[src/rtl/ped_req_scheduler_pkg.sv]
// Shared state encoding and default timing for the pedestrian request scheduler.
// The state values match the main_ltc bench encoding so traces line up across blocks.
package ped_req_scheduler_pkg;

  typedef enum logic [2:0] {
    S_IDLE     = 3'd0,
    S_ISSUE    = 3'd1,
    S_WAIT_ACK = 3'd2,
    S_SERVE    = 3'd3,
    S_HOLD     = 3'd4
  } state_e;

  localparam int DEF_NUM_REQ = 4;
  localparam int DEF_IDW     = 2;
  localparam int DEF_MIN_GAP = 20000;
  localparam int DEF_ACK_TO  = 50;
  localparam int DEF_CNT_W   = 16;

endpackage

[src/rtl/ped_req_scheduler_rr_pick.sv]
// Combinational round-robin picker: first set req bit at or after ptr, wrapping.
// Zero latency; any=0 means idx is meaningless.
module rr_pick #(
  parameter int NUM_REQ = 4,
  parameter int IDW     = 2
) (
  input  logic [NUM_REQ-1:0] req,
  input  logic [IDW-1:0]     ptr,
  output logic               any,
  output logic [IDW-1:0]     idx
);

  localparam logic [IDW:0] NREQ = (IDW+1)'(NUM_REQ);

  logic [NUM_REQ-1:0] rot;
  logic [IDW-1:0]     off;
  logic [IDW:0]       sum;

  always_comb begin
    any = |req;
    rot = NUM_REQ'({req, req} >> ptr);
    off = '0;
    // Scan downwards so the lowest rotated position (closest to ptr) wins.
    for (int i = NUM_REQ - 1; i >= 0; i--) begin
      if (rot[i]) off = IDW'(i);
    end
    sum = {1'b0, ptr} + {1'b0, off};
    if (sum >= NREQ) sum = sum - NREQ;
    idx = sum[IDW-1:0];
  end

endmodule

[src/rtl/ped_req_scheduler.sv]
// Latches button presses and issues them round-robin to main_ltc as one-cycle N pulses.
// Press to n_out is 2 cycles from IDLE; a minimum holdoff follows every pedestrian phase.
module ped_req_scheduler
  import ped_req_scheduler_pkg::*;
#(
  parameter int NUM_REQ = DEF_NUM_REQ,
  parameter int IDW     = DEF_IDW,
  parameter int MIN_GAP = DEF_MIN_GAP,
  parameter int ACK_TO  = DEF_ACK_TO,
  parameter int CNT_W   = DEF_CNT_W
) (
  input  logic               clk,
  input  logic               rst,
  input  logic [NUM_REQ-1:0] btn,
  input  logic               ped_busy,
  output logic               n_out,
  output logic               grant_valid,
  output logic [IDW-1:0]     grant_id,
  output logic [NUM_REQ-1:0] pend,
  output logic               fault
);

  state_e             state_q, state_d;
  logic [NUM_REQ-1:0] btn_q, btn_d;
  logic [NUM_REQ-1:0] pend_q, pend_d;
  logic [CNT_W-1:0]   cnt_q, cnt_d;
  logic [IDW-1:0]     rr_ptr_q, rr_ptr_d;
  logic               n_out_q, n_out_d;
  logic               grant_valid_q, grant_valid_d;
  logic [IDW-1:0]     grant_id_q, grant_id_d;
  logic               fault_q, fault_d;

  logic [NUM_REQ-1:0] rise;
  logic [NUM_REQ-1:0] pend_clr;
  logic [CNT_W-1:0]   cnt_inc;
  logic               pick_any;
  logic [IDW-1:0]     pick_idx;

  rr_pick #(
    .NUM_REQ(NUM_REQ),
    .IDW    (IDW)
  ) u_pick (
    .req(pend_q),
    .ptr(rr_ptr_q),
    .any(pick_any),
    .idx(pick_idx)
  );

  always_comb begin
    btn_d         = btn;
    rise          = btn & ~btn_q;
    state_d       = state_q;
    cnt_d         = cnt_q;
    rr_ptr_d      = rr_ptr_q;
    n_out_d       = 1'b0;
    grant_valid_d = grant_valid_q;
    grant_id_d    = grant_id_q;
    fault_d       = fault_q;
    pend_clr      = '0;
    cnt_inc       = (&cnt_q) ? cnt_q : cnt_q + CNT_W'(1);

    unique case (state_q)
      // The pick is committed on the edge into ISSUE so the pulse lands 2 cycles after the press.
      S_IDLE: begin
        if (pick_any) begin
          state_d       = S_ISSUE;
          n_out_d       = 1'b1;
          grant_valid_d = 1'b1;
          grant_id_d    = pick_idx;
          pend_clr      = NUM_REQ'(1) << pick_idx;
          rr_ptr_d      = (pick_idx == IDW'(NUM_REQ - 1)) ? '0 : pick_idx + IDW'(1);
          cnt_d         = '0;
        end
      end
      S_ISSUE: begin
        state_d = S_WAIT_ACK;
      end
      S_WAIT_ACK: begin
        if (ped_busy) begin
          state_d = S_SERVE;
        end else begin
          cnt_d = cnt_inc;
          if (cnt_inc == CNT_W'(ACK_TO - 1)) begin
            fault_d       = 1'b1;
            grant_valid_d = 1'b0;
            cnt_d         = '0;
            state_d       = S_HOLD;
          end
        end
      end
      S_SERVE: begin
        if (!ped_busy) begin
          grant_valid_d = 1'b0;
          cnt_d         = '0;
          state_d       = S_HOLD;
        end
      end
      S_HOLD: begin
        if (cnt_q == CNT_W'(MIN_GAP - 1)) state_d = S_IDLE;
        else                              cnt_d   = cnt_inc;
      end
      default: state_d = S_IDLE;
    endcase

    // A fresh press beats the issue-time clear of the same bit.
    pend_d = (pend_q & ~pend_clr) | rise;
  end

  always_ff @(posedge clk) begin
    if (rst) begin
      state_q       <= S_IDLE;
      btn_q         <= '0;
      pend_q        <= '0;
      cnt_q         <= '0;
      rr_ptr_q      <= '0;
      n_out_q       <= 1'b0;
      grant_valid_q <= 1'b0;
      grant_id_q    <= '0;
      fault_q       <= 1'b0;
    end else begin
      state_q       <= state_d;
      btn_q         <= btn_d;
      pend_q        <= pend_d;
      cnt_q         <= cnt_d;
      rr_ptr_q      <= rr_ptr_d;
      n_out_q       <= n_out_d;
      grant_valid_q <= grant_valid_d;
      grant_id_q    <= grant_id_d;
      fault_q       <= fault_d;
    end
  end

  assign n_out       = n_out_q;
  assign grant_valid = grant_valid_q;
  assign grant_id    = grant_id_q;
  assign pend        = pend_q;
  assign fault       = fault_q;

endmodule

[config.mk]
export PLATFORM = sky130hd
export DESIGN_NAME = ped_req_scheduler
export DESIGN_NICKNAME = d
export VERILOG_FILES = /design/src/rtl/ped_req_scheduler_pkg.sv /design/src/rtl/ped_req_scheduler_rr_pick.sv /design/src/rtl/ped_req_scheduler.sv
export SDC_FILE = /design/constraint.sdc
export NUM_CORES = 1
export LEC_CHECK = 0
export CORE_ASPECT_RATIO = 0.5
export CORE_MARGIN = 4
export CORE_UTILIZATION = 45
export DETAILED_ROUTE_END_ITERATION = 8
export GPL_TIMING_DRIVEN = 0
export SYNTH_ARGS = -nofsm -noshare
export SYNTH_HDL_FRONTEND = slang
export SYNTH_SLANG_ARGS = --single-unit
[constraint.sdc]
create_clock -name clk -period 3 [get_ports clk]
set_input_delay 0.6 -clock clk [delete_from_list [all_inputs] [get_ports clk]]
set_output_delay 0.6 -clock clk [all_outputs]
set_load 0.05 [all_outputs]
After elaboration in Yosys (flattened, before gate mapping)

Cells that the tools add are included.

Output and inout port bits: 9
Bits in writable memories: 0
Bits in latches: 0
Logic and storage cells: 75
Memories kept: 0
Memory bits (read-only): 0
Input bits: 7
Flip-flop bits (word level): 34

Shift-type cells: 2
$mul: 0
Reductions and logical operators: 11
Mux-type cells: 27
Divide/modulo/power cells: 0
$add $sub $neg: 4
$lt $le $gt $ge: 1
Equal/unequal tests: 14
Bitwise logic cells: 7

Operators by type and width:

| kind                                            | number |
|---|---|
| two-way mux 16 bit                              | 6 |
| case mux 16 bit (4 select lines)                | 1 |
| adder 16 x 1 -> 16 bit, second input constant   | 1 |
| == test 16 x 15 -> 1 bit, second input constant | 1 |
| == test 16 x 6 -> 1 bit, second input constant  | 1 |
| AND reduction 16 bit                            | 1 |
| two-way mux 3 bit                               | 5 |
| case mux 3 bit (5 select lines)                 | 1 |
| two-way mux 2 bit                               | 6 |
| inequality test 2 bit, second input constant    | 6 |
| AND reduction 5 bit                             | 2 |
| AND 4 bit                                       | 2 |
| two-way mux 4 bit                               | 2 |
| NOT 4 bit                                       | 2 |
| right shift 8 x 2 -> 4 bit                      | 1 |
| == test 3 x 2 -> 1 bit, second input constant   | 2 |
| two-way mux 1 bit                               | 5 |
| OR 4 bit                                        | 1 |
| AND reduction 4 bit                             | 1 |
| nonzero test 4 bit                              | 1 |
| OR reduction 4 bit                              | 1 |
| left shift 1 x 2 -> 4 bit, first input constant | 1 |
| adder 2 x 2 -> 3 bit                            | 1 |
| == test 3 x 1 -> 1 bit, second input constant   | 1 |
| 13 further kinds                                | 14 |

Depth between registers and ports, before layout

Gate-level depths: netlist of run 1.

Word-level depth: 14
Mapped depth: 11
Gate-level depth less buffers: 11

By module

From an unflattened synthesis of run 1, not the netlist that was laid out.

Cells, all modules: 283
Area total of the unflattened synthesis: 2267.2 µm²

Modules (own cells, without submodules):

| module            | area an instance (µm²) | cells an instance | instances | seq. area each (µm²) |
|---|---|---|---|---|
| ped_req_scheduler | 2088.3                 | 256               | 1         | 680.7 |
| rr_pick           | 178.9                  | 27                | 1         | 0.0 |

Worst setup path before layout of run 1

OpenSTA, ideal clock, no wires.

Kind: reg-to-reg
From: register cnt_q[0]
To: register cnt_q[12]
Cell stages (with the launch flop): 10
Path buffers: 1
Arrival: 2343 ps
Setup slack: 523 ps
Data required time: 2866 ps
Library setup time: 134 ps
Period minus slack after synthesis: 2477 ps
Cells stage by stage: dfxtp_1 ha_1 clkbuf_2 nand4_4 nor4_4 o21a_1 o211ai_1 or4_4 a21oi_4 nor4_1

Longest elaborated chain between the ends: 6
Elaborated cells on any way between the ends: 11
Classes of those cells: add/sub (1); eq/ne (3); mux (5); reduce/logical (2)

Ends and longest elaborated chain:

| item                                                                  | line                     | RTL |
|---|---|---|
| start: declaration                                                    | ped_req_scheduler.sv:26  | `logic [CNT_W-1:0] cnt_q, cnt_d;` |
| start signal: assignment                                              | ped_req_scheduler.sv:124 | `cnt_q <= cnt_d;` |
| adder 16 x 1 -> 16 bit / AND reduction 16 bit (equally long branches) | ped_req_scheduler.sv:60  | `cnt_inc = (&cnt_q) ? cnt_q : cnt_q + CNT_W'(1);` |
| two-way mux 16 bit                                                    | ped_req_scheduler.sv:60  |  |
| == test 16 x 6 -> 1 bit                                               | ped_req_scheduler.sv:83  | `if (cnt_inc == CNT_W'(ACK_TO - 1)) begin` |
| two-way mux 16 bit                                                    | ped_req_scheduler.sv:83  |  |
| two-way mux 16 bit                                                    | ped_req_scheduler.sv:79  | `if (ped_busy) begin` |
| case mux 16 bit (4 select lines)                                      | ped_req_scheduler.sv:62  | `unique case (state_q)` |

Several ways; a longest one is shown, not always the timed one. The select of a mux whose other input is x is not followed.
A chain may end at the register's enable or synchronous reset.

Final worst setup path of run 1

From: register cnt_q[0]
To: register cnt_q[15]

Same word-level chain as after synthesis.

==> results.sh, run 1 <==
export IMPL_status="completed"
export IMPL_core_area_um2=4509
export IMPL_path_class="reg -> reg"
export IMPL_cp_slowest_cell="or4_4"
export IMPL_critPathBufInv=1
export IMPL_avgSynthCellArea_um2=8.171
export IMPL_antenna_found_initial=0
export IMPL_fin_crit_sh=0.9652
export IMPL_final_cell_area_um2=2549
export IMPL_fin_crit_ns=2.896
export IMPL_vias_per_cell=5.775
export IMPL_wl_um=5338
export IMPL_synth_ff_type="dfxtp_1"
export IMPL_synth_distinct_cells=54
export IMPL_dp_cells=345
export IMPL_path_depth=9
export IMPL_cts_inserted_buffers=5
export IMPL_clock_skew_ns=0.005668
export IMPL_worst_pin_slew_ns=0.5741
export IMPL_cp_arrival_ns=3.05
export IMPL_grt_max_degree=13
export IMPL_place_ws_ns=0.1786
export IMPL_synthCells=264
export IMPL_start_util=0.4784
export IMPL_port_buffers=15
export IMPL_drive_gt1_frac=0.1176
export IMPL_die_w_um=105.9
export IMPL_grt_pass1_vias=1854
export IMPL_syn_area_um2=2157
export IMPL_postRouteAntennaNets=0
export IMPL_ys_ff_latch=34
export IMPL_ctsHoldBuffers=0
export IMPL_yosysSeqAreaShare=0.3155
export IMPL_dp_hpwl_um=3916
export IMPL_yosysWarnings=0
export IMPL_grt_pass1_wl_um=9018
export IMPL_nets=302
export IMPL_place_congestion=0.9231
export IMPL_fmax_ghz=0.3454
export IMPL_clk_insertion_delay_late_ns=0.29
export IMPL_drcViolationCount=0
export IMPL_diodes=0
export IMPL_dr_first_iter_drc_count=144
export IMPL_finalHoldViolations=0
export IMPL_setup_ws_ns=0.1045
export IMPL_io_pins=16
export IMPL_layoutNonFillerInstCount=355
export IMPL_h_tree_depth=2
export IMPL_dieArea_um2=6032
export IMPL_critical_path_cell_chain="ha_1, clkbuf_2, nand4_4, nor4_4, o21a_1, o211ai_1, or4_4, a21oi_4, nor4_1"
export IMPL_finalSetupTns_ns=0
export IMPL_detail_route_first_pass_iterations=4
export IMPL_syn_nets=278
export IMPL_wire_per_inst_um=15.04
export IMPL_power_density_nw_per_um2=674.3
export IMPL_max_stage_delay_ns=0.54
export IMPL_clk_pin_slew_ns=0.08
export IMPL_dieHeight_um=56.96
export IMPL_path_max_fanout=9
export IMPL_drv_cap=0
export IMPL_hp_class="reg -> reg"
export IMPL_drv_slew=0
export IMPL_rsz0062_at_grt="no"
export IMPL_grt_use_total=0.1835
export IMPL_slew_headroom=0.6144
export IMPL_cts_path_max_buffers=2
export IMPL_critical_path_top_delay_family="simple AND/OR/NAND/NOR gates"
export IMPL_syn2layout_area_growth_pct=18.16
export IMPL_synthArstFlopShare=0
export IMPL_final_cell_mix="nor2_1, dfxtp_1, nor3_1"
export IMPL_start_kind="flop"
export IMPL_utilization=0.5652
export IMPL_irDropWorstVdd_mv=0.3325
export IMPL_cp_required_ns=3.15
export IMPL_dpl_instance_area_um2=2390
export IMPL_reg2regPathDepth=9
export IMPL_min_path_cells=2
export IMPL_clock_tree_root_cell="clkbuf_8"
export IMPL_rows=17
export IMPL_synth_edf_count=0
export IMPL_cp_end_kind="flop"
export IMPL_p_leak_uw=0.0009470
export IMPL_vias=2050
export IMPL_cts_sinks=34
export IMPL_grt_overflow=0
export IMPL_tritoncts="yes"
export IMPL_finalSetupViolCount=0
[power breakdown]
| group | total, uW | internal, uW | switching, uW |
|---|---|---|---|
| clock network | 515 | 333 | 182 |
| registers | 543 | 501 | 42.2 |
| logic | 660 | 239 | 421 |
[worst register-to-register path, cell delays in order, from the launching register on]
cell and delay (ns):
dfxtp_1 0.45, ha_1 0.20, clkbuf_2 0.19, nand4_4 0.24, nor4_4 0.43, o21a_1 0.20
o211ai_1 0.10, or4_4 0.54, a21oi_4 0.29, nor4_1 0.11
[stage by stage]
stage               power, uW  hold slack, ns
floorplan                1026          0.5076
global placement         1185          0.4787
CTS                      1716          0.4992
global route             1828          0.5322
finish                   1718          0.4925
detailed placement       1193          0.4809
[cell usage after synthesis, types with 3 or more instances]
cell type	instances	area [um2]
o211ai_1	4	30.03
nor4_1	10	62.56
o21ai_0	9	45.04
clkbuf_1	11	41.29
buf_2	5	25.02
inv_1	9	33.78
nand3_1	12	60.06
and4_1	3	26.28
ha_1	7	87.58
a31oi_1	4	25.02
a41oi_1	3	26.28
nor4b_1	4	35.03
nor3_1	19	95.09
mux2i_1	5	50.05
nand2_1	12	45.04
nor2_1	34	127.6
nand4_1	5	31.28
a21oi_1	16	80.08
xnor2_1	4	35.03
dfxtp_1	34	680.7
nor2b_1	10	62.56
clkbuf_2	3	15.01
[registers in the layout, indices dropped and copies added (netlist names)]
name and count:
pend 4, grant_valid 1, grant_id 2, cnt_q 16, rr_ptr_q 2, state_q 3
fault 1, btn_q 4, n_out 1
[logic make-up (layout without fill, tap and decap cells)]
kind of cell / after synthesis / in the layout / synth area share
AO/OA/AOI/OAI: 53 / 53 / 0.1804
XOR/XNOR: 5 / 5 / 0.02030
flip-flops: 34 / 34 / 0.3155
adder cells (fa/ha/maj): 8 / 8 / 0.04524
multiplexers: 5 / 5 / 0.02320
buffers and inverters: 28 / 53 / 0.05336
AND/OR/NAND/NOR: 131 / 131 / 0.3619
[routing by layer]
layer  part of all wire  routed length (um)  GRT usage  vias up
met3              0.056                 301    0.04407        5
li1                   -                   -          -     1027
met1               0.51                2697     0.2617      959
met4             0.0058                  31    0.04244        0
met5                  0                   0          0        -
met2               0.43                2308     0.2826       59
[path summary, 6_finish.rpt]
kind / slack, ns / end / startpoint
setup / recovery: 0.10 / cnt_q[15] / cnt_q[0]
hold / removal: 0.49 / grant_id[0] / grant_id[0]
setup reg to reg: 0.10 / cnt_q[15] / cnt_q[0]
hold reg to reg: 0.49 / grant_id[0] / grant_id[0]
[final cells by class]
class,count,area (um2)
Fill cell,445,1961
Multi-Input combinational cell,202,1368
Sequential cell,34,680.7
Timing Repair Buffer,17,165.2
Tap cell,66,82.58
Buffer,19,81.33
Clock buffer,5,68.82
Clock inverter,3,68.82
Inverter,9,33.78
[repair_timing]
| item | 4_1_cts | 5_1_grt |
|---|---|---|
| buffers inserted | 0 | 2 |
| resized for setup | 0 | 1 |
| setup endpoints to repair | 0 | 9 |
Note: power is estimated with default switching activity, not from simulation.
==> run 2, diff against run 1 <==
GPL_ROUTABILITY_DRIVEN = 0   (was unset)
==> results.sh, run 2 (synthesized netlist as in run 1, its figures left out) <==
export IMPL_diodes=0
export IMPL_cp_required_ns=3.15
export IMPL_min_path_cells=2
export IMPL_fill_cells=445
export IMPL_dr_first_iter_drc_count=92
export IMPL_start_kind="flop"
export IMPL_drv_cap=0
export IMPL_clk_insertion_delay_late_ns=0.29
export IMPL_vias_per_cell=5.705
export IMPL_dp_hpwl_um=3981
export IMPL_wl_um=5397
export IMPL_clock_tree_root_cell="clkbuf_8"
export IMPL_rsz0062_at_grt="no"
export IMPL_grt_pass1_wl_um=9377
export IMPL_cp_arrival_ns=2.99
export IMPL_dieHeight_um=56.96
export IMPL_drive_gt1_frac=0.1241
export IMPL_hp_class="reg -> reg"
export IMPL_power_density_nw_per_um2=647.7
export IMPL_antenna_found_initial=0
export IMPL_p_leak_uw=0.0009371
export IMPL_postRouteAntennaNets=0
export IMPL_drcViolationCount=0
export IMPL_finalHoldViolations=0
export IMPL_detail_route_first_pass_iterations=4
export IMPL_grt_pass1_vias=1925
export IMPL_die_w_um=105.9
export IMPL_holdWs_ns=0.4971
export IMPL_io_pins=16
export IMPL_finalSetupViolCount=0
export IMPL_tritoncts="yes"
export IMPL_p_seq_frac=0.331
export IMPL_cts_sinks=34
export IMPL_port_buffers=15
export IMPL_cts_inserted_buffers=5
export IMPL_clkPwrFrac=0.260
export IMPL_reg2regPathDepth=9
export IMPL_p_sw_uw=645.5
export IMPL_status="completed"
export IMPL_largest_reg_flops=16
export IMPL_power_internal_uw=995.6
export IMPL_worst_pin_slew_ns=0.5713
export IMPL_irDropWorstVdd_mv=0.3209
export IMPL_core_area_um2=4509
export IMPL_finalSetupTns_ns=0
export IMPL_syn2layout_area_growth_pct=17.46
export IMPL_grt_overflow=0
export IMPL_wire_per_inst_um=15.16
export IMPL_cp_end_kind="flop"
export IMPL_p_comb_frac=0.408
export IMPL_grt_use_total=0.1911
export IMPL_start_util=0.4784
export IMPL_path_class="reg -> reg"
export IMPL_drv_slew=0
export IMPL_final_cell_mix="nor2_1, dfxtp_1, nor3_1"
export IMPL_path_max_fanout=7
export IMPL_vias=2031
export IMPL_dieArea_um2=6032
export IMPL_grt_max_degree=13
export IMPL_top_register="cnt_q"
export IMPL_nets=303
export IMPL_fin_crit_ns=2.832
export IMPL_rows=17
export IMPL_h_tree_depth=2
export IMPL_p_sw_frac=0.3933
export IMPL_slew_headroom=0.6159
export IMPL_fin_crit_sh=0.9439
export IMPL_fmax_ghz=0.3532
export IMPL_clk_pin_slew_ns=0.08
export IMPL_cts_path_max_buffers=2
export IMPL_clock_skew_ns=0.008024
==> run 2: timing repair <==
action | 4_1_cts | 5_1_grt
hold buffers | 0 | 0
resized for setup | 0 | 3
setup buffers | 0 | 3
endpoints found under the setup margin | 0 | 12
==> run 2: final timing paths <==
kind	startpoint	to	slack, ns
setup / recovery	cnt_q[0]	cnt_q[15]	0.17
hold / removal	grant_valid	grant_valid	0.50
setup reg to reg	cnt_q[0]	cnt_q[15]	0.17
hold reg to reg	grant_valid	grant_valid	0.50
==> run 2: power by group through the flow <==
| stage | Sequential [uW] | Clock [uW] | Combinational (uW) |
|---|---|---|---|
| floorplan | 629 | 0 | 397 |
| global placement | 553 | 0 | 631 |
| detailed placement | 555 | 0 | 648 |
| CTS | 545 | 445 | 652 |
| global route | 554 | 469 | 750 |
| finish | 544 | 427 | 670 |
==> run 2: critical path, cell delays in order, from the launching register on <==
cell and delay, ns:
dfxtp_1 0.46, ha_1 0.19, clkbuf_2 0.19, and4_1 0.31
nand3_1 0.12, mux2i_1 0.34, o211ai_1 0.15, or4_4 0.54
a21oi_4 0.30, nor4_1 0.10
==> run 2: metrics by stage <==
stage | power, uW | setup WS [ns] | area (um2) | cells | util
2_1_floorplan | 1026 | 0.5233 | 2157 | 264 | -
3_3_place_gp | 1184 | 0.1910 | 2390 | 345 | 0.5300
3_5_place_dp | 1204 | 0.1741 | 2390 | 345 | 0.5300
4_1_cts | 1641 | 0.1428 | 2504 | 353 | 0.5552
5_1_grt | 1773 | 0.01227 | 2534 | 356 | 0.5619
6_report | 1641 | 0.1684 | 2534 | 356 | 0.5619
==> run 2: routing by layer <==
metal / wire (um) / vias to the layer above / track usage
met5: 0 / - / 0
met4: 10 / 0 / 0.02952
met3: 315 / 2 / 0.04859
met2: 2292 / 57 / 0.3025
met1: 2779 / 942 / 0.2701
li1: - / 1030 / -
==> run 2: cell type report <==
class / count / area [um2] / area share
multi-input combinational: 202 / 1368 / 0.5398
clock inverter: 3 / 45.04 / 0.01778
sequential: 34 / 680.7 / 0.2686
tap: 66 / 82.58 / 0.03259
timing repair buffer: 18 / 172.7 / 0.06815
buffer: 19 / 82.58 / 0.03259
inverter: 9 / 33.78 / 0.01333
clock buffer: 5 / 68.82 / 0.02716
==> run 3, diff against run 2 <==
GPL_ROUTABILITY_DRIVEN = 1   (was 0)
TNS_END_PERCENT = 100   (was unset)
==> results of run 3 <==
Same layout as run 1: the final DEF is identical, and so are final timing and power.
